==> config.mk <==
export PLATFORM = sky130hd
export DESIGN_NAME = rgb_color_sequencer
export DESIGN_NICKNAME = d
export VERILOG_FILES = /design/src/rtl/rgb_color_sequencer.sv
export SDC_FILE = /design/constraint.sdc
export NUM_CORES = 1
export LEC_CHECK = 0
export ABC_AREA = 0
export ABC_CLOCK_PERIOD_IN_PS = 1700
export CAP_MARGIN = 40
export CORE_MARGIN = 4
export CORE_UTILIZATION = 45
export CTS_BUF_LIST = sky130_fd_sc_hd__clkbuf_8 sky130_fd_sc_hd__clkbuf_16
export CTS_CLUSTER_DIAMETER = 100
export DETAILED_ROUTE_END_ITERATION = 8
export PLACE_DENSITY = 0.7
export SYNTH_ARGS = -nofsm -noshare
export SYNTH_HDL_FRONTEND = slang
export SYNTH_SLANG_ARGS = --single-unit
==> constraint.sdc <==
create_clock -name clk -period 1.7 [get_ports clk]
set_input_delay 0.34 -clock clk [delete_from_list [all_inputs] [get_ports clk]]
set_output_delay 0.34 -clock clk [all_outputs]
set_load 0.02 [all_outputs]
==> src/rtl/rgb_color_sequencer.sv <==
`default_nettype none
// ============================================================================
// rgb_color_sequencer : debounced two-button palette sequencer, optional fade
// Rev 1.0
// ============================================================================
module rgb_color_sequencer #(
  parameter int CW        = 8,
  parameter int NCOLORS   = 4,
  parameter int DB_CYCLES = 16,
  parameter int FADE_DIV  = 0
) (
  input  logic            clk,
  input  logic            rst,
  input  logic [1:0]      button,
  output logic [3*CW-1:0] RGBcolor,
  output logic [2:0]      color_idx,
  output logic            settled
);

  localparam int            DBW = $clog2(DB_CYCLES + 1);
  localparam logic [CW-1:0] C_Z = '0;
  localparam logic [CW-1:0] C_H = CW'((1 << (CW - 1)) - 1);
  localparam logic [CW-1:0] C_Q = CW'((1 << (CW - 2)) - 1);
  localparam logic [CW-1:0] C_D = CW'(3 * (1 << (CW - 3)) - 1);

  function automatic logic [3*CW-1:0] palette(input logic [2:0] idx);
    case (idx)
      3'd0:    palette = {C_Q, C_Q, C_Q};
      3'd1:    palette = {C_H, C_Z, C_Z};
      3'd2:    palette = {C_Z, C_H, C_Z};
      3'd3:    palette = {C_Z, C_Z, C_H};
      3'd4:    palette = {C_H, C_H, C_Z};
      3'd5:    palette = {C_Z, C_H, C_H};
      3'd6:    palette = {C_H, C_Z, C_H};
      default: palette = {C_H, C_H, C_H};
    endcase
  endfunction

  logic [1:0]      sync1_q, sync2_q;
  logic [1:0]      btn_lvl;
  logic            b0_prev_q;
  logic [2:0]      idx_q, idx_d;
  logic [3*CW-1:0] rgb_q, rgb_d;
  logic            settled_q;
  logic [3*CW-1:0] target;

  // Level only moves after DB_CYCLES consecutive disagreeing samples.
  for (genvar g = 0; g < 2; g++) begin : g_btn
    logic [DBW-1:0] cnt_q;
    logic           lvl_q;
    always_ff @(posedge clk or posedge rst) begin
      if (rst) begin
        cnt_q <= '0;
        lvl_q <= 1'b0;
      end else if (sync2_q[g] == lvl_q) begin
        cnt_q <= '0;
      end else if (cnt_q == DBW'(DB_CYCLES - 1)) begin
        cnt_q <= '0;
        lvl_q <= sync2_q[g];
      end else begin
        cnt_q <= cnt_q + DBW'(1);
      end
    end
    assign btn_lvl[g] = lvl_q;
  end

  always_comb begin
    idx_d = idx_q;
    if (btn_lvl[0] && !b0_prev_q)
      idx_d = (idx_q == 3'(NCOLORS - 1)) ? 3'd0 : idx_q + 3'd1;
  end

  assign target = btn_lvl[1] ? {C_D, C_D, C_D} : palette(idx_q);

  if (FADE_DIV == 0) begin : g_nofade
    assign rgb_d = target;
  end else begin : g_fade
    localparam int PW = (FADE_DIV > 1) ? $clog2(FADE_DIV) : 1;
    logic [PW-1:0] pre_q;
    logic          wrap;

    assign wrap = (pre_q == PW'(FADE_DIV - 1));

    always_ff @(posedge clk or posedge rst) begin
      if (rst) pre_q <= '0;
      else     pre_q <= wrap ? '0 : pre_q + PW'(1);
    end

    // Each channel walks one LSB toward its own target on the wrap cycle.
    always_comb begin
      rgb_d = rgb_q;
      if (wrap) begin
        for (int c = 0; c < 3; c++) begin
          if (rgb_q[c*CW +: CW] < target[c*CW +: CW])
            rgb_d[c*CW +: CW] = rgb_q[c*CW +: CW] + CW'(1);
          else if (rgb_q[c*CW +: CW] > target[c*CW +: CW])
            rgb_d[c*CW +: CW] = rgb_q[c*CW +: CW] - CW'(1);
        end
      end
    end
  end

  always_ff @(posedge clk or posedge rst) begin
    if (rst) begin
      sync1_q   <= '0;
      sync2_q   <= '0;
      b0_prev_q <= 1'b0;
      idx_q     <= '0;
      rgb_q     <= '0;
      settled_q <= 1'b0;
    end else begin
      sync1_q   <= button;
      sync2_q   <= sync1_q;
      b0_prev_q <= btn_lvl[0];
      idx_q     <= idx_d;
      rgb_q     <= rgb_d;
      settled_q <= (rgb_d == target);
    end
  end

  assign RGBcolor  = rgb_q;
  assign color_idx = idx_q;
  assign settled   = settled_q;

endmodule
`default_nettype wire

[Word-level counts from Yosys, hierarchy flattened]
Index checks and enable logic that the tools add are counted.
Operators by class
  reduce and logical (&&, ||, !) cells: 5
  bitwise operators: 2
  muxes and demuxes: 7
  eq/ne operators: 10
  add/sub/neg operators: 3
Operators with widths (count)
  $pmux W23 S7: 1
  $mux W24: 1
  $mux W5: 4
  $add A5 B1 Y5 const B: 2
  $eq A5 B4 Y1 const B: 2
  $eq A3 B3 Y1 const B: 3
  $eq A3 B2 Y1 const B: 2
  $reduce_and A2 Y1: 2
  $add A3 B1 Y3 const B: 1
  $eq A3 B1 Y1 const B: 1
  $logic_not A3 Y1: 1
  $mux W3: 1
  $eq A1 B1 Y1: 2
  $not A1 Y1: 2
  $logic_and A1 B1 Y1: 1
  $logic_not A1 Y1: 1
Storage, ports and cells
  input bits: 4
  logic and storage cells: 37
  output and inout bits: 28
  register bits after elaboration: 45

[Longest topological paths before layout]
  word-level depth: 3
  mapped depth: 5

[Least setup slack after synthesis]
No wires, ideal clock.
  path type: register to register
  from: reg idx_q[0], in the netlist color_idx[0]
  to: reg rgb_q[4], in the netlist RGBcolor[4]
  buffers on the path: 0
  required time: 1.577 ns
  slack: 0.205 ns
  library setup time: 0.123 ns
  stages on the path, launching flop included: 6
  data arrival time: 1.371 ns
  cell sequence: dfrtp_1 > inv_1 > ha_1 > or3_1 > mux2i_1 > nand2b_1
Between the ends
  longest elaborated chain between the ends: 3
  elaborated cells between the ends (all ways): 9
  classes of those cells: 6 x eq/ne; 2 x mux; 1 x reduce/logical
RTL lines
  from (decl): line 42  | logic [2:0] idx_q, idx_d;
  from (signal assigned): line 115  | idx_q <= idx_d;
  $eq A3 B3 Y1 (tied with other cells): line 27  | case (idx)
  $pmux W23 S7 *: line 27
  $mux W24 *: line 73  | assign target = btn_lvl[1] ? {C_D, C_D, C_D} : palette(idx_q);
  to (signal assigned): line 116  | rgb_q <= rgb_d;
  to (decl): line 43  | logic [3*CW-1:0] rgb_q, rgb_d;
Every way passes the cells marked *; elsewhere a longest branch is shown, timed or not.
A chain may end at the register's enable or synchronous reset.

==> key figures <==
Min path
  • Worst hold path class: register to register
  • Hold path startpoint: sync1_q[0]

Power and ir drop
  • Max IR drop VDD: 0.0007989 V
  • Cell Int Power: 1.090 mW
  • Psw: 0.2947 mW
  • Clk pwr share: 40.0%
  • Pwr Total: 1.384 mW
  • Leakage: 0.8023 nW
  • Comb pwr share: 5.8%
  • Cell Pwr Density: 854.3 nW/um^2
  • Sequential share of power: 54.1%
  • Switching share of power: 21.29%

Cells and area
  • Storage element area: 750.7 sq um
  • Commonest non-fill, non-tap cell in the layout: dfrtp_1
  • Antenna diode count: 0
  • Multi-input combinational cell area: 420.4 sq um
  • Layout area overhead: 25.36%
  • Most frequent cells in the layout: 30 x dfrtp_1, 23 x clkdlybuf4s50_1, 9 x nor2_1
  • Share of post-route cells with drive strength above 1: 8.696%
  • Fillcell total: 234
  • Layout Nets: 147

GRT
  • GRT met1 Usage: 11.35%
  • Initial antenna violation count: 0
  • Pin count of the biggest net entering global routing: 31
  • Vias in the first global route: 717
  • Grt peak-use layer: met2
  • GR Layer Usage met3: 6.289%
  • First-pass GRT wire length: 2877 um
  • GR Util met2: 17.94%
  • Grt ovf: 0
  • GR Util All Layers: 10.89%

Timing
  • Final setup fails: 0
  • Achievable frequency: 611.4 MHz
  • Final worst path period share: 96.22%
  • RSZ-0062 raised after global routing: no
  • Final Hold Vio Count: 0
  • Slew Limit Fails: 0
  • Minimum clock period: 1.636 ns
  • Setup total negative slack: 0 ns
  • Worst Clk Skew: 0.002234 ns

Synth
  • #FFs+latches synth: 30
  • Unique masters post-synth: 24
  • Post-Syn Instances: 114
  • Dominant cells by area after synthesis: dfrtp_1 58%, buf_4 8.7%, ha_1 5.8%
  • Synth top area share: 58.08%
  • Synth Cell Area: 1292 sq um
  • Yosys warnings: 0
  • Syn avg cell area: 11.34 sq um
  • Largest area contributor in the netlist: dfrtp_1
  • Post-synthesis sequential area ratio: 58.08%

Floorplanning
  • Die Area: 3793 sq um
  • Die Span Y: 61.59 um
  • Chip width: 61.59 um
  • Ports: 32
  • Core box area: 2758 sq um
  • Row cnt: 19
  • Initial core utilization: 46.87%

Setup path
  • Critical R2R Launch: color_idx[0]
  • Top delay family on crit path: buffers and inverters
  • Critical path's slowest cell: clkdlybuf4s50_1
  • Maximum net fanout on the critical path: 5
  • Beginning of the critical path: RGBcolor[4]
  • Worst path required time: 1.36 ns
  • CP Data Arrival Time: 1.30 ns
  • CP peak stage delay: 0.63 ns
  • Critical path buffers and inverters: 1
  • Cell Chain, Critical Path: clkdlybuf4s50_1
  • Setup crit end kind: output pin
  • Critical path class: register to output pin
  • CP startpoint kind: register

Clock tree
  • Clk Tree Root Cell: clkbuf_8
  • Bufs on Longest Clock Path: 2
  • Clock Latency Late Sink: 0.27 ns
  • Register clock-pin slew on the reported worst setup and hold paths: 0.06 ns
  • TritonCTS clock tree: yes
  • CTS sink count: 30
  • H-tree levels: 2
  • Total CTS buffers: 5

Route
  • Via density: 4.799
  • Routed WL: 1794 um
  • Total via count in the routed design: 811
  • DRC viols: 0
  • DRT iter0 DRCs: 5
  • WL/cell: 10.62 um
  • Antenna Nets Post-Route: 0
  • First-pass DRT Iterations: 3

Placement
  • Final Wtd Congestion: 0.8458
  • IO Port Bufs: 28
  • DP Wirelength: 1373 um

Status
  • Outcome: finished, final reports clean

Job
  • Max capacitance violation total: 0
==> what timing repair did <==
| item | 4_1_cts | 5_1_grt |
|---|---|---|
| hold buffers | 0 | 0 |
| gates resized for setup | 0 | 5 |
| endpoints found under the setup margin | 0 | 5 |
| buffers inserted | 0 | 0 |
==> flip-flops by register name, summed over array words and instances, names as in the netlist <==
register and count:
g_btn.cnt_q 10, RGBcolor 9, color_idx 3, g_btn.lvl_q 2, sync1_q 2, sync2_q 2
b0_prev_q 1, settled 1
==> through the flow <==
| step | area, sq um | hold slack (ns) | util, % | worst slack (ns) | std cells |
|---|---|---|---|---|---|
| 6_report | 1620 | 0.3510 | 58.76 | 0.06433 | 169 |
| 5_1_grt | 1620 | 0.3638 | 58.76 | 0.005554 | 169 |
| 4_1_cts | 1608 | 0.3540 | 58.30 | 0.01921 | 169 |
| 3_5_place_dp | 1516 | 0.3405 | 54.99 | 0.2087 | 161 |
| 3_3_place_gp | 1516 | 0.3356 | 54.99 | 0.3091 | 161 |
| 2_1_floorplan | 1300 | 0.3312 | - | 0.2054 | 116 |
==> logic make-up after synthesis <==
group	share of synthesized area (%)
buffers and inverters	9.971
adder cells (fa/ha/maj)	5.808
flip-flops	58.08
other	0.5810
AO/OA/AOI/OAI	5.227
XOR/XNOR	4.066
AND/OR/NAND/NOR	13.75
multiplexers	2.517
==> area by class of cell <==
class	count	share of cell area, %
clock buffer	6	5.097
sequential	30	46.33
multi-input combinational	67	25.95
clock inverter	2	0.5405
tap	31	2.394
inverter	3	0.6950
timing repair buffer	30	19.00
==> per-layer routing <==
metal  share of wire [%]  vias up
li1                    -      396
met1                  39      385
met2                  50       28
met3                 9.9        2
met4                0.67        0
met5                   0        -
==> synth_stat cells, drive strengths merged <==
cell and instances:
inv 3, a21boi 1, and3 2, nand2 7, mux2 2, nor3 1
xor2 6, or3 1, o21ai 9, ha 6, conb 2, nor2 9
a21oi 3, dfrtp 30, buf 16, nand2b 2, nor2b 1, nor3b 1
mux2i 1, and2 4, nand3 7
==> worst paths after layout <==
check                          endpoint  slack (ns)  cells past startpoint
max                         RGBcolor[0]        0.06                      1
min                          sync2_q[0]        0.35                      0
max reg2reg                RGBcolor[22]        0.22                      5
min reg2reg                  sync2_q[0]        0.35                      0
max in group asynchronous   RGBcolor[4]        1.00                      3
min in group asynchronous       settled        0.44                      3
==> power groups by stage <==
| stage | combinational (mW) | clock (mW) | sequential, mW |
|---|---|---|---|
| after floorplan | 0.0528 | 0 | 0.766 |
| after global placement | 0.0821 | 0 | 0.761 |
| after detailed placement | 0.0835 | 0 | 0.762 |
| after CTS | 0.0837 | 0.571 | 0.749 |
| after global routing | 0.0925 | 0.615 | 0.751 |
| final | 0.0809 | 0.554 | 0.749 |
No activity file was read; power rests on OpenSTA's default activity.
